[src/rtl/i_cache_axi_rd_bridge_pkg.sv]
// ---------------------------------------------------------------------------
// i_cache_axi_rd_bridge_pkg
// Shared AXI4 encodings and bridge FSM state type for the I-cache refill
// read bridge.
//   AXI_SIZE_8B / AXI_BURST_INCR  : fixed AR attributes for one 64-bit beat
//   AXI_RESP_*                    : RRESP encodings
//   bridge_state_e                : one-hot bridge FSM states
//   DWORD_ADDR_MASK               : clears byte offset within a doubleword
// ---------------------------------------------------------------------------
package i_cache_axi_rd_bridge_pkg;

  localparam logic [2:0] AXI_SIZE_8B     = 3'b011;
  localparam logic [1:0] AXI_BURST_INCR  = 2'b01;

  localparam logic [1:0] AXI_RESP_OKAY   = 2'b00;
  localparam logic [1:0] AXI_RESP_EXOKAY = 2'b01;
  localparam logic [1:0] AXI_RESP_SLVERR = 2'b10;
  localparam logic [1:0] AXI_RESP_DECERR = 2'b11;

  localparam logic [63:0] DWORD_ADDR_MASK = ~64'h7;

  // One-hot encoding, matching the cache FSMs.
  typedef enum logic [3:0] {
    ST_IDLE   = 4'b0001,
    ST_AR_REQ = 4'b0010,
    ST_R_WAIT = 4'b0100,
    ST_RESP   = 4'b1000
  } bridge_state_e;

endpackage

[src/rtl/i_cache_axi_rd_bridge.sv]
// ---------------------------------------------------------------------------
// i_cache_axi_rd_bridge
// Memory-side responder for the I-cache refill port. Each accepted request
// becomes one single-beat 64-bit AXI4 read; the returned doubleword is
// presented on cache_in_data/cache_in_valid and held until cache_read_resp.
// One transaction outstanding at a time.
//
// Ports
//   clk, rst            clock; asynchronous active-high reset
//   cache_read_ena      refill request (sampled only in IDLE)
//   cache_addr[63:0]    request address, byte offset bits ignored
//   cache_read_resp     i_cache consumed the data (honoured only in RESP)
//   cache_in_data[63:0] returned doubleword (zero on any error)
//   cache_in_valid      data valid, held until cache_read_resp
//   bus_err             one-cycle pulse on bad RRESP/RID/RLAST or timeout
//   axi_ar_*            AR channel master side
//   axi_r_*             R channel master side
// ---------------------------------------------------------------------------
module i_cache_axi_rd_bridge
  import i_cache_axi_rd_bridge_pkg::*;
#(
  parameter int              ID_W      = 4,
  parameter logic [ID_W-1:0] AXI_ID    = '0,
  parameter int              TIMEOUT_W = 10
) (
  input  logic            clk,
  input  logic            rst,
  input  logic            cache_read_ena,
  input  logic [63:0]     cache_addr,
  input  logic            cache_read_resp,
  output logic [63:0]     cache_in_data,
  output logic            cache_in_valid,
  output logic            bus_err,
  output logic            axi_ar_valid,
  input  logic            axi_ar_ready,
  output logic [63:0]     axi_ar_addr,
  output logic [ID_W-1:0] axi_ar_id,
  output logic [7:0]      axi_ar_len,
  output logic [2:0]      axi_ar_size,
  output logic [1:0]      axi_ar_burst,
  input  logic            axi_r_valid,
  output logic            axi_r_ready,
  input  logic [63:0]     axi_r_data,
  input  logic [1:0]      axi_r_resp,
  input  logic            axi_r_last,
  input  logic [ID_W-1:0] axi_r_id
);

  // The watchdog expires on the last of 2**TIMEOUT_W-1 cycles in R_WAIT,
  // i.e. when the counter (starting at 0) shows 2**TIMEOUT_W-2.
  localparam logic [TIMEOUT_W-1:0] TIMER_LAST = {{(TIMEOUT_W-1){1'b1}}, 1'b0};

  bridge_state_e        state;
  bridge_state_e        state_nxt;
  logic [63:0]          addr_q;
  logic [63:0]          data_q;
  logic [TIMEOUT_W-1:0] timer_q;
  logic                 bus_err_q;
  logic                 r_fire;
  logic                 r_bad;
  logic                 timeout;

  assign r_fire  = (state == ST_R_WAIT) && axi_r_valid;
  assign r_bad   = (axi_r_resp != AXI_RESP_OKAY) || (axi_r_id != AXI_ID) || !axi_r_last;
  // A beat arriving on the expiry cycle wins over the timeout.
  assign timeout = (state == ST_R_WAIT) && !axi_r_valid && (timer_q == TIMER_LAST);

  always_ff @(posedge clk or posedge rst) begin
    if (rst) begin
      state <= ST_IDLE;
    end else begin
      state <= state_nxt;
    end
  end

  always_comb begin
    state_nxt = state;
    case (state)
      ST_IDLE:   if (cache_read_ena)     state_nxt = ST_AR_REQ;
      ST_AR_REQ: if (axi_ar_ready)       state_nxt = ST_R_WAIT;
      ST_R_WAIT: if (r_fire || timeout)  state_nxt = ST_RESP;
      ST_RESP:   if (cache_read_resp)    state_nxt = ST_IDLE;
      default:                           state_nxt = ST_IDLE;
    endcase
  end

  always_ff @(posedge clk or posedge rst) begin
    if (rst) begin
      addr_q    <= '0;
      data_q    <= '0;
      timer_q   <= '0;
      bus_err_q <= 1'b0;
    end else begin
      bus_err_q <= 1'b0;
      if ((state == ST_IDLE) && cache_read_ena) begin
        addr_q <= cache_addr & DWORD_ADDR_MASK;
      end
      if (state == ST_R_WAIT) begin
        timer_q <= timer_q + TIMEOUT_W'(1);
      end else begin
        timer_q <= '0;
      end
      // Faulty or missing data is replaced by zero, which decodes as an
      // illegal instruction in the core.
      if (r_fire) begin
        data_q    <= r_bad ? 64'h0 : axi_r_data;
        bus_err_q <= r_bad;
      end else if (timeout) begin
        data_q    <= 64'h0;
        bus_err_q <= 1'b1;
      end
    end
  end

  assign axi_ar_valid   = (state == ST_AR_REQ);
  assign axi_r_ready    = (state == ST_R_WAIT);
  assign cache_in_valid = (state == ST_RESP);
  assign cache_in_data  = data_q;
  assign bus_err        = bus_err_q;
  assign axi_ar_addr    = addr_q;
  assign axi_ar_id      = AXI_ID;
  assign axi_ar_len     = 8'd0;
  assign axi_ar_size    = AXI_SIZE_8B;
  assign axi_ar_burst   = AXI_BURST_INCR;

endmodule

[config.mk]
export PLATFORM = sky130hd
export DESIGN_NAME = i_cache_axi_rd_bridge
export DESIGN_NICKNAME = d
export VERILOG_FILES = /design/src/rtl/i_cache_axi_rd_bridge_pkg.sv /design/src/rtl/i_cache_axi_rd_bridge.sv
export SDC_FILE = /design/constraint.sdc
export NUM_CORES = 1
export LEC_CHECK = 0
export CAP_MARGIN = 20
export CORE_MARGIN = 2
export CORE_UTILIZATION = 44
export CTS_BUF_LIST = sky130_fd_sc_hd__clkbuf_8
export DETAILED_ROUTE_END_ITERATION = 6
export PLACE_DENSITY = 0.95
export REMOVE_ABC_BUFFERS = 1
export SLEW_MARGIN = 10
export SYNTH_ARGS = -nofsm -noshare
export SYNTH_HDL_FRONTEND = slang
export SYNTH_SLANG_ARGS = --single-unit
[constraint.sdc]
create_clock -name clk -period 10.4 [get_ports clk]
set_input_delay 2.08 -clock clk [delete_from_list [all_inputs] [get_ports clk]]
set_output_delay 2.08 -clock clk [all_outputs]
set_load 0.02 [all_outputs]
* Yosys cells after proc, flatten, opt, wreduce, memory -nomap -nowiden
Index checks and enable logic that the tools add are counted.
W data, S select, Z words.
** Storage, ports and cells
- Output and inout port bits :: 149
- Register bits after elaboration :: 140
- Logic and storage cells :: 39
** Operators by class
- Equality and inequality tests :: 9
- Multiplexer cells :: 11
- Reduce and logical (&&, ||, !) cells :: 13
- Add/subtract/negate cells :: 1
** Operator list (number)
- $mux W64 :: 3
- $mux W4 :: 4
- $pmux W4 S4 :: 1
- $add A10 B1 Y10 const B :: 1
- $eq A10 B10 Y1 const B :: 1
- $mux W10 :: 1
- $eq A4 B1 Y1 const B :: 1
- $eq A4 B2 Y1 const B :: 1
- $eq A4 B3 Y1 const B :: 1
- $eq A4 B4 Y1 const B :: 1
- $logic_and A1 B1 Y1 :: 4
- $ne A2 B1 Y1 const B :: 2
- $ne A2 B2 Y1 const B :: 2
- $reduce_and A4 Y1 :: 1
- $reduce_bool A2 Y1 :: 2
- $reduce_bool A4 Y1 :: 1
- $logic_or A1 B1 Y1 :: 3
- $logic_not A1 Y1 :: 2
- $mux W1 :: 2

* Logic depth before layout (Yosys ltp)
Gate-level depths: netlist of run 1.
- Word-level depth :: 6
- Mapped depth :: 7
- Mapped depth without buffers :: 5

* Worst setup path after synthesis of run 1
OpenSTA, ideal clock, no wires.
- Path kind :: input port to flip-flop
- From :: in axi_r_id[3]
- To :: reg data_q[0], in the netlist cache_in_data[0]
- Slack :: 6.982 ns
- Stages :: 4
- Library setup time :: 0.067 ns
- Buffers on the path :: 1
- Data arrival time :: 3.351 ns
- Data required time :: 10.333 ns
- Path through :: or4bb_1 > nor3_4 > buf_6 > a32o_1
** Between the ends
- Longest elaborated chain between the ends :: 5
** RTL lines
- from (decl) :: RTL line i_cache_axi_rd_bridge.sv:46 : input logic [ID_W-1:0] axi_r_id
- $reduce_bool A4 Y1 :: RTL line i_cache_axi_rd_bridge.sv:64 : assign r_bad = (axi_r_resp != AXI_RESP_OKAY) || (axi_r_id != AXI_ID) || !axi_r_last;
- $logic_or A1 B1 Y1 (2 in series) :: RTL line i_cache_axi_rd_bridge.sv:64
- $mux W64 :: RTL line i_cache_axi_rd_bridge.sv:106 : data_q <= r_bad ? 64'h0 : axi_r_data;
- $mux W64 :: RTL line i_cache_axi_rd_bridge.sv:105 : if (r_fire) begin
- to (signal assigned) :: RTL line i_cache_axi_rd_bridge.sv:106
- to (decl) :: RTL line i_cache_axi_rd_bridge.sv:56 : logic [63:0] data_q;
Every way passes these cells.
A chain may end at the register's enable or synchronous reset.

* Final worst setup path of run 1
- From :: reg state[3]
- To :: out axi_r_ready
** Between the ends
- Longest elaborated chain between the ends :: 1
** RTL lines
- from (decl) :: RTL line i_cache_axi_rd_bridge.sv:53 : bridge_state_e state;
- from (signal assigned) :: RTL line i_cache_axi_rd_bridge.sv:72 : state <= state_nxt;
- $eq A4 B3 Y1 :: RTL line i_cache_axi_rd_bridge.sv:116 : assign axi_r_ready = (state == ST_R_WAIT);
- to (decl) :: RTL line i_cache_axi_rd_bridge.sv:42 : output logic axi_r_ready,
Every way passes these cells.

==> flow_summary.ini, run 1 <==
[outcome]
outcome = finished clean

[logic_synthesis]
netlist_top_cells_count = dfrtp_1 (139), a32o_1 (64), mux2_2 (61), buf_4 (20), clkbuf_1 (14)
ys_ff_latch = 140
synth-edff-count = 0
async_flop_share = 1.00
yosysMostFrequentCell = dfrtp_1
syn_avg_cell_area_um2 = 14.8
yosysTopAreaCell = dfrtp_1
synthCells = 377
ys.flop_type = dfrtp_1
yosys.area.top_type_share = 0.622
syn_area_mm2 = 0.00559
synth_cell_types = 35
ys_seq_area_frac = 0.627
ys_top_cells_by_area = dfrtp_1 (62%), mux2_2 (12%), a32o_1 (11%)
ys_warn_count = 0

[final_layout]
layout.nets = 780
multi_input_area_mm2 = 0.00180
design_area_mm2 = 0.00864
seq_area_mm2 = 0.00350
area_delta_synth_final_pct = 54.6
n_fill_cell = 863
drive_above_1_share = 0.160
antenna_cells = 0

[setup_path]
critPathLaunchType = flop
max_stage_delay_ps = 660
crit_required_ps = 8320
worstSetupPathType = reg2out
crit_slowest_cell = or4b_4
critPathCaptureType = output pin
critical_path_arrival_ps = 2270
crit_chain = or4b_4 > clkinv_2 > clkdlybuf4s50_1
crit_path_max_fanout = 13

[route]
ant_nets = 0
wire_per_inst_um = 18.5
drc = 0
first_pass_iters = 5
drtIter0Drc = 296
routed-via-count = 4295
vias_per_cell = 5.23
routed_wl_mm = 15.2

[clocking]
holdBufCountCts = 0
post_cts_buffers = 0
cts_tree = done
numCtsBuffers = 17
clock_latency_ps = 440
htreeDepth = 4
cts.sinks = 140
clk_pin_slew_ps = 80
clockBufferDepth = 2
cts_root_buffer = clkbuf_8
post_cts_resize_count = 0

[placement]
hpwl_mm = 10.8
place_ws_ps = 6230
port_buffers = 266
place_congestion = 0.760
place_area_mm2 = 0.00824

[sta]
tns_ps = 0
finalSetupViolCount = 0
fin_ws_ps = 6050
hold_viol = 0
rsz0062_at_grt = false
slew_viol_final = 0
post-route-min-period_ps = 4350
post-route-period-util = 0.419
worst_pin_slew_ps = 969
slew_headroom = 0.353
fmax_mhz = 230
finClkSkew_ps = 8.47
holdWs_ps = 505

[grt]
gr-total-overflow = 0
grt_pass1_wl_mm = 22.4
track_usage = 0.220
grt_pass1_vias = 4286
antenna_found_initial = 0
grt_max_degree = 72

[die]
fp.dieArea_mm2 = 0.0136
row_count = 41
initial_core_util = 0.446
fp.coreArea_mm2 = 0.0125
io_pins = 290
die_h_um = 117
die_width_um = 117

[pwr]
leakage_nw = 3.66
powerDensity_mw_per_mm2 = 221
vdd_drop_max_mv = 0.181

[run]
max-cap-violations = 0

[hold_path]
hold_path_class = reg2reg
## registers in the layout, summed over array words and instances, names as in the netlist
signal,flops
axi_ar_addr,61
bus_err,1
cache_in_data,64
state,4
timer_q,10
## worst max-delay path, delay by kind of cell, from the launching register on
kind                   cells  cell delay [ps]
buffers and inverters      2              740
AND/OR/NAND/NOR            1              660
flip-flops                 1              430
## cell usage in the layout, fill, tap and decap left out, types with 2 or more instances in the layout
cell type        instances
buf_4                    4
conb_1                  20
nor2_1                   7
inv_6                    2
bufinv_16                2
and4_1                   2
mux2_2                  61
a21oi_1                  6
clkinv_4                 2
clkbuf_8                21
or4_1                    5
o21ai_0                  4
nand2_1                  6
clkinv_2                 5
xnor2_1                  2
a32o_1                  64
nand2_2                  2
inv_1                    3
nand3_1                  4
ha_1                     2
or3_1                    2
clkdlybuf4s50_1        266
o31ai_1                  4
dfrtp_1                139
## final timing paths
check	depth (start not counted)	endpoint	startpoint	slack, ps
setup reg to reg	4	cache_in_data[30]	state[3]	7690
max in group asynchronous	3	cache_in_data[62]	rst	7000
hold / removal	1	axi_ar_addr[18]	axi_ar_addr[18]	510
min in group asynchronous	2	state[1]	rst	2090
hold reg to reg	1	axi_ar_addr[18]	axi_ar_addr[18]	510
setup / recovery	3	axi_r_ready	state[3]	6050
## metrics by stage
| stage | utilization | power [W] | instances |
|---|---|---|---|
| floorplan | - | 0.00111 | 348 |
| global placement | 0.658 | 0.00145 | 790 |
| detailed placement | 0.658 | 0.00148 | 790 |
| CTS | 0.690 | 0.00193 | 821 |
| global route | 0.690 | 0.00201 | 821 |
| finish | 0.690 | 0.00191 | 821 |
## logic make-up after synthesis
kind of cell / after synthesis / synth area share
flip-flops: 140 / 0.627
AND/OR/NAND/NOR: 37 / 0.0423
multiplexers: 61 / 0.123
buffers and inverters: 52 / 0.0649
XOR/XNOR: 3 / 0.00470
adder cells (fa/ha/maj): 2 / 0.00448
other: 2 / 0.00134
AO/OA/AOI/OAI: 80 / 0.132
## layer usage
metal,vias to the layer above,part of all wire,global-route usage
met4,0,0.031,0.109
li1,1918,-,-
met3,35,0.10,0.0908
met1,2121,0.37,0.246
met2,221,0.50,0.364
met5,-,0,0
## layout make-up
class	instances	share of cell area
clock buffer	21	0.0335
clock inverter	10	0.0132
inverter	5	0.00290
multi-input combinational	203	0.208
sequential	140	0.406
tap	172	0.0249
timing repair buffer	270	0.312
## where the power goes
part / switching, W / internal [W] / total (W)
logic: 0.000332 / 0.000389 / 0.000721
clock network: 0.000205 / 0.000237 / 0.000442
registers: 0.0000740 / 0.000676 / 0.000750
Note: power is estimated with default switching activity, not from simulation.
==> run 2: changes to the inputs <==
Settings changed: CORE_UTILIZATION 44 to 37, PLACE_DENSITY 0.95 to 0.87.
Clock period 10.4 ns to 3.6 ns, I/O delays scaled along.
==> run 2 against run 1 <==
Setup slack worse by 5400 ps. Critical path depth stayed put. Non-clock buffer count is 2 higher. Final cell count is 1.7% higher.
==> flow_summary.ini, run 2 (synthesis results as in run 1) <==
[final_layout]
drive_above_1_share = 0.161
n_fill_cell = 1142
final_common_cell = clkdlybuf4s50_1
layout.nets = 782
layout_common_cells = clkdlybuf4s50_1 (266), dfrtp_1 (139), a32o_1 (64), mux2_2 (61), conb_1 (20)
largest_register_ffs = 64
antenna_cells = 0
area_delta_synth_final_pct = 55.3

[pwr]
vdd_drop_max_mv = 0.476
leakage_nw = 3.66
power_w = 0.00547
powerDensity_mw_per_mm2 = 630

[clocking]
post_cts_buffers = 0
cts_root_buffer = clkbuf_8
holdBufCountCts = 0
cts_tree = done
clockBufferDepth = 2
clk_pin_slew_ps = 80
htreeDepth = 4
cts.sinks = 140
post_cts_resize_count = 0
clock_latency_ps = 440
numCtsBuffers = 17

[die]
io_pins = 290
row_count = 44
fp.dieArea_mm2 = 0.0161
die_width_um = 127
initial_core_util = 0.382
fp.coreArea_mm2 = 0.0146
die_h_um = 127

[grt]
grt_pass1_wl_mm = 23.6
antenna_found_initial = 0
grt_pass1_vias = 4567
grt-busiest-layer = met2
grt_max_degree = 67
track_usage = 0.186
grtUsageMet1 = 0.210
met3_usage = 0.0839
met2_usage = 0.312
gr-total-overflow = 0

[route]
routed-via-count = 4271
wire_per_inst_um = 18.0
first_pass_iters = 4
drc = 0
drtIter0Drc = 179
vias_per_cell = 5.11
routed_wl_mm = 15.0
ant_nets = 0

[sta]
finClkSkew_ps = 9.08
fmax_mhz = 334
post-route-period-util = 0.833
post-route-min-period_ps = 3000
fin_ws_ps = 602
hold_viol = 0
finalSetupViolCount = 0
holdWs_ps = 505
worst_pin_slew_ps = 969
slew_headroom = 0.354
rsz0062_at_grt = false
tns_ps = 0
slew_viol_final = 0

[setup_path]
crit_path_max_fanout = 13
worstSetupPathType = reg2out
crit_slowest_cell = or4b_4
path_depth = 3
crit_buf_inv = 2
crit_family = buffers and inverters
critical_path_arrival_ps = 2280
critPathLaunchType = flop
max_stage_delay_ps = 670
ff2ff_setup_slack_ps = 920
critPathCaptureType = output pin
crit_chain = or4b_4 > clkinv_2 > clkdlybuf4s50_1
rr_endpoint = cache_in_data[38]
r2r_start = state[3]
endpoint = axi_r_ready
rr_worst_depth = 4
crit_path_start = state[3]
crit_required_ps = 2880

[placement]
hpwl_mm = 10.9
port_buffers = 266
place_congestion = 0.750
place_ws_ps = 938

[run]
max-cap-violations = 0

[outcome]
outcome = finished clean

[hold_path]
hold_path_class = reg2reg
run 2: cell count changes in the layout (fill, tap and decap cells not counted), sizes merged:
| cell | change |
|---|---|
| clkbuf | -3 |
| clkinvlp | +3 |
| buf | +2 |
run 2: layout make-up:
class | instances | area [um^2] | area share
inverter | 5 | 25.0 | 0.00288
clock inverter | 13 | 128 | 0.0147
multi-input combinational | 203 | 1800 | 0.207
tap | 184 | 230 | 0.0265
clock buffer | 18 | 248 | 0.0285
timing repair buffer | 272 | 2750 | 0.316
sequential | 140 | 3500 | 0.404
run 2: how the worst min path moves through the flow:
stage | slack [ps] | end | cells after the start | start
after floorplan | 470 | timer_q[0] | 1 | timer_q[0]
after global placement | 490 | axi_ar_addr[63] | 1 | axi_ar_addr[63]
after detailed placement | 490 | axi_ar_addr[36] | 1 | axi_ar_addr[36]
after CTS | 510 | axi_ar_addr[36] | 1 | axi_ar_addr[36]
after global routing | 520 | axi_ar_addr[21] | 1 | axi_ar_addr[21]
final | 500 | axi_ar_addr[39] | 1 | axi_ar_addr[39]
run 2: per-layer routing:
metal	wire [um]	share of wire
met1	5740	0.38
met2	7460	0.50
met5	0	0
met4	287	0.019
met3	1510	0.10
run 2: worst register-to-register path, stage by stage, from the launching register on:
cell and delay, ps:
dfrtp_1 430, or4b_4 670, clkinv_2 130, nand4_4 720, a32o_1 630
run 2: per-stage QoR:
stage	utilization	instances	instance area, um^2
floorplan	-	348	5310
global placement	0.567	804	8300
detailed placement	0.567	804	8300
CTS	0.593	835	8680
global route	0.593	835	8680
finish	0.593	835	8680
run 2: power by group:
part           internal, W  switching (W)  total, W
Combinational      0.00114       0.000949   0.00209
Sequential         0.00195       0.000211   0.00216
Clock             0.000620       0.000596   0.00122
